[config.mk]
export PLATFORM = sky130hd
export DESIGN_NAME = l1_abs_sum_stage
export DESIGN_NICKNAME = d
export VERILOG_FILES = /design/src/rtl/l1_abs_sum_stage.sv
export SDC_FILE = /design/constraint.sdc
export NUM_CORES = 1
export LEC_CHECK = 0
export CAP_MARGIN = 30
export CELL_PAD_IN_SITES_DETAIL_PLACEMENT = 0
export CELL_PAD_IN_SITES_GLOBAL_PLACEMENT = 1
export CORE_ASPECT_RATIO = 1.4
export CORE_MARGIN = 10
export CORE_UTILIZATION = 48
export DETAILED_ROUTE_END_ITERATION = 10
export PLACE_DENSITY_LB_ADDON = 0.12
export SYNTH_ARGS = -nofsm -noshare
export SYNTH_HDL_FRONTEND = slang
export SYNTH_SLANG_ARGS = --single-unit
[constraint.sdc]
create_clock -name clk -period 6.4 [get_ports clk]
set_clock_uncertainty 0.05 [all_clocks]
set_input_delay 1.28 -clock clk [delete_from_list [all_inputs] [get_ports clk]]
set_output_delay 1.28 -clock clk [all_outputs]
set_load 0.01 [all_outputs]
[src/rtl/l1_abs_sum_stage.sv]
// L1-norm feeder: buffers one signed vector while summing |x|, then replays it with the norm.
// Optional: define L1_SUM_ZERO_GUARD_EN to add zero_norm and force an all-zero norm to 1.
module l1_abs_sum_stage #(
    parameter int unsigned DATA_W  = 32,
    parameter int unsigned VEC_LEN = 16,
    parameter int unsigned CNT_W   = $clog2(VEC_LEN),
    parameter int unsigned SUM_W   = DATA_W + CNT_W
) (
    input  logic              clk,
    input  logic              rst,
    input  logic              valid_in,
    output logic              ready_in,
    input  logic [DATA_W-1:0] input_data,
    output logic              valid_out,
    input  logic              ready_out,
    output logic [DATA_W-1:0] output_data,
    output logic [SUM_W-1:0]  norm_out,
    output logic              last_out
`ifdef L1_SUM_ZERO_GUARD_EN
    ,
    output logic              zero_norm
`endif
);

    typedef enum logic {StAccum, StDrain} state_e;

    state_e            r_state;
    logic [CNT_W-1:0]  r_idx;
    logic [SUM_W-1:0]  r_acc;
    logic [SUM_W-1:0]  r_norm;
    logic [DATA_W-1:0] r_buf [VEC_LEN];

    logic [DATA_W-1:0] w_abs;
    logic [SUM_W-1:0]  w_sum;
    logic              w_accept;
    logic              w_xfer;
    logic              w_idx_last;

    // Two's-complement negate in DATA_W bits; the most negative value lands on 2^(DATA_W-1).
    assign w_abs      = input_data[DATA_W-1] ? (~input_data + DATA_W'(1)) : input_data;
    assign w_sum      = r_acc + SUM_W'(w_abs);
    assign w_idx_last = (r_idx == CNT_W'(VEC_LEN - 1));
    assign w_accept   = valid_in && ready_in;
    assign w_xfer     = valid_out && ready_out;

    assign ready_in    = (r_state == StAccum);
    assign valid_out   = (r_state == StDrain);
    assign output_data = valid_out ? r_buf[r_idx] : '0;
    assign norm_out    = valid_out ? r_norm : '0;
    assign last_out    = valid_out && w_idx_last;

`ifdef L1_SUM_ZERO_GUARD_EN
    logic r_zero;
    assign zero_norm = valid_out && r_zero;
`endif

    always_ff @(posedge clk) begin
        if (rst) begin
            r_state <= StAccum;
            r_idx   <= '0;
            r_acc   <= '0;
            r_norm  <= '0;
`ifdef L1_SUM_ZERO_GUARD_EN
            r_zero  <= 1'b0;
`endif
        end else begin
            case (r_state)
                StAccum: begin
                    if (w_accept) begin
                        r_acc <= w_sum;
                        if (w_idx_last) begin
                            r_idx   <= '0;
                            r_state <= StDrain;
`ifdef L1_SUM_ZERO_GUARD_EN
                            r_norm  <= (w_sum == '0) ? SUM_W'(1) : w_sum;
                            r_zero  <= (w_sum == '0);
`else
                            r_norm  <= w_sum;
`endif
                        end else begin
                            r_idx <= r_idx + CNT_W'(1);
                        end
                    end
                end
                StDrain: begin
                    if (w_xfer) begin
                        if (w_idx_last) begin
                            r_idx   <= '0;
                            r_acc   <= '0;
                            r_state <= StAccum;
                        end else begin
                            r_idx <= r_idx + CNT_W'(1);
                        end
                    end
                end
            endcase
        end
    end

    // Buffer needs no reset: its contents are only visible while draining a complete vector.
    always_ff @(posedge clk) begin
        if (w_accept) begin
            r_buf[r_idx] <= input_data;
        end
    end

endmodule
==> results of run 1 <==
==> where the power goes <==
group | switching (mW) | internal [mW]
clock | 1.39 | 1.76
combinational | 0.559 | 0.428
sequential | 0.0491 | 4.27
==> state kept, by name, summed over array words and instances (netlist names), named ones only <==
register and count:
r_buf 512, r_acc 36, r_norm 36, r_idx 4
valid_out 1
==> stage by stage <==
stage / worst slack, ps / utilization [%]
after floorplan: 1185 / -
final: 900.8 / 56.19
after detailed placement: 333.5 / 52.83
after CTS: 928.6 / 56.19
after global routing: 591.8 / 56.19
after global placement: 351.7 / 52.80
==> cells by family (layout without fill, tap and decap cells) <==
family                   Yosys count  count (layout)  share of synthesized area, %
XOR/XNOR                          58              58                         2.035
AO/OA/AOI/OAI                    210             210                         5.490
multiplexers                     160             160                         14.44
buffers and inverters             99             291                         1.524
AND/OR/NAND/NOR                  310             310                         6.427
flip-flops                       593             593                         68.10
adder cells (fa/ha/maj)           39              39                         1.985
==> area by class of cell <==
type                            instances  share of cell area [%]
Inverter                               22                  0.2867
Tap cell                              650                   2.824
Sequential cell                       593                   59.06
Clock buffer                           69                   5.140
Multi-Input combinational cell        777                   26.39
Timing Repair Buffer                  171                   5.474
Clock inverter                         29                  0.8298
==> worst paths after layout <==
kind                                     start  slack [ps]          to
worst max-delay path            input_data[11]         900  r_norm[34]
worst max register to register       valid_out        3120   r_norm[1]
worst min-delay path                r_norm[24]         410  r_norm[24]
worst min register to register      r_norm[24]         410  r_norm[24]
==> worst reg2reg max path: stages, from the launching register on <==
cell	delay (ps)
dfxtp_2	610
buf_4	560
nor2b_1	120
buf_4	230
nand2_1	80
buf_4	390
inv_2	490
buf_4	400
a211oi_1	270
==> routing by layer <==
layer	global-route usage, %	share of wire (%)	routed length, um
met4	4.682	1.9	1161
met3	3.429	5.9	3543
met1	25.72	41	24720
met5	0	0.012	7
met2	33.30	51	30820
==> synthesized netlist by cell type (13+ instances only) <==
master,count
clkbuf_1,59
a21o_1,13
edfxtp_1,512
dfxtp_1,81
nor3_1,15
nor2_1,45
mux4_2,160
and2_1,83
ha_1,38
xnor2_1,46
a22o_1,18
inv_1,22
nand2_1,106
o21ai_0,36
a21oi_1,73
buf_1,16
==> out/summary.txt, run 1 <==
Least-Margin Pin Slew: 928.6 ps
Synthesized Nets: 1544
Layout cells sized above 1: 20.47%
Worst-path maximum fanout: 8
Htree depth: 2
Pins Over Slew Limit: 0
Post-CTS Resized: 0
RSZ-0062 raised after global routing: false
Hold Path Depth: 2
DR vias: 13620
Syn_area_per_cell: 16.99 sq um
Clock Tree Buf Depth: 3
Routed Antenna Nets: 0
Hold slack: 406.4 ps
Drt via density: 5.894
Critical-path cell list: clkdlybuf4s50_1 > or3_2 > or4_1 > inv_1 > nand3_1 > or3_4 > nand2_1 > xnor2_1 > ha_1 > a21o_1 > a21oi_1 > nor2_1 > or4_1 > o21ai_1 > o21ai_1 > a211oi_1 > nor3_1
Placed cells: 2213
Total track usage: 19.63%
Gate Count Post-Synth: 1469
Final Hold Vio Count: 0
Status: completed
Min Tclk post-route: 5499 ps
Fin cells: 2311
Req. time, crit path: 6830 ps
Skew-Pair Late Insertion Delay: 590 ps
Synth async-reset ratio: 0%
Register area: 17010 sq um
Period Utilization, post-route: 85.93%
TritonCTS clock tree: built
Filler instances: 4071
Multi-input logic area: 7600 sq um
Critical Path Stages: 17
CP arrival: 5930 ps
Commonest non-fill, non-tap cell in the layout: edfxtp_1
Max-cap violations: 0
Worst vdd ir: 0.2053 mV
CTS Sinks: 593
Area delta synth->final: 15.39%
Initial DRT Pass Iterations: 5
Power per cell area: 293.5 nW/um^2
Kind of cell adding the most delay to the critical path: simple AND/OR/NAND/NOR gates
Gpl congestion: 0.8395
Grt ovf: 0
Synth warnings: 0
Slew margin rel.: 38.00%
CORE AREA: 51250 sq um
Most frequent cells in the layout: edfxtp_1 (512), mux4_2 (160), nand2_1 (106)
Die X: 212.7 um
Placed Area: 27080 sq um
HP Class: register to register
Leakage: 9.308 nW
Setup violators final: 0
DRC violations left: 0
CP endpoint kind: register
Initial antenna violation count: 1
Pin count of the biggest net entering global routing: 70
Starting density of the core: 48.69%
Diode count: 0
Final Instance Area: 28800 sq um
Placed wire-length estimate: 36320 um
Max stage delay cell, worst path: or4_1
DR iter-0 viols: 957
Share of the synthesized area in the top cell type: 61.60%
I/O pin total: 107
Avg WL per Cell: 26.07 um
Post-synth top area cell: edfxtp_1
Num CTS Buffers: 54
Register bit total from synthesis: 593
Port Buffer Count: 106
Setup bufs post-CTS: 0
Clk slew on worst S/H paths: 70 ps
EDFF count, synth: 512
Startpoint types: primary input
Std cell rows: 98
Clk root buf: clkbuf_16
Setup CP Type: primary input to register
Worst Path Buf+Inv: 2
Final WL: 60250 um
Tot Pwr: 8.453 mW
Die ar.: 61640 sq um
Reg2Reg Depth: 8
Unique masters post-synth: 61
Sequential-to-total area share from yosys stat: 68.10%
Max Clock Freq: 181.8 MHz
Ys flop type: edfxtp_1
Height of the chip: 289.8 um
First-pass GRT wire length: 90750 um
Vias in the first global route: 14390
# nets final: 1694
CP peak stage delay: 600 ps
CTS Hold Buffers Added: 0
Largest cells by area after synthesis: edfxtp_1 (62%), mux4_2 (14%), dfxtp_1 (6.5%)
Setup TNS: 0 ps
Mapped Area: 24960 sq um
Power figures use the tool's default switching activity.
==> run 2: changes to the inputs <==
--- a/config.mk
+++ b/config.mk
@@ -5,12 +5,13 @@
 export SDC_FILE = /design/constraint.sdc
 export NUM_CORES = 1
 export LEC_CHECK = 0
-export CAP_MARGIN = 30
+export CAP_MARGIN = 20
 export CELL_PAD_IN_SITES_DETAIL_PLACEMENT = 0
 export CELL_PAD_IN_SITES_GLOBAL_PLACEMENT = 1
 export CORE_ASPECT_RATIO = 1.4
 export CORE_MARGIN = 10
 export CORE_UTILIZATION = 48
+export CTS_CLUSTER_DIAMETER = 80
 export DETAILED_ROUTE_END_ITERATION = 10
 export PLACE_DENSITY_LB_ADDON = 0.12
 export SYNTH_ARGS = -nofsm -noshare
==> results of run 2 <==
No change in the layout: final DEF, timing and power equal those of run 1.
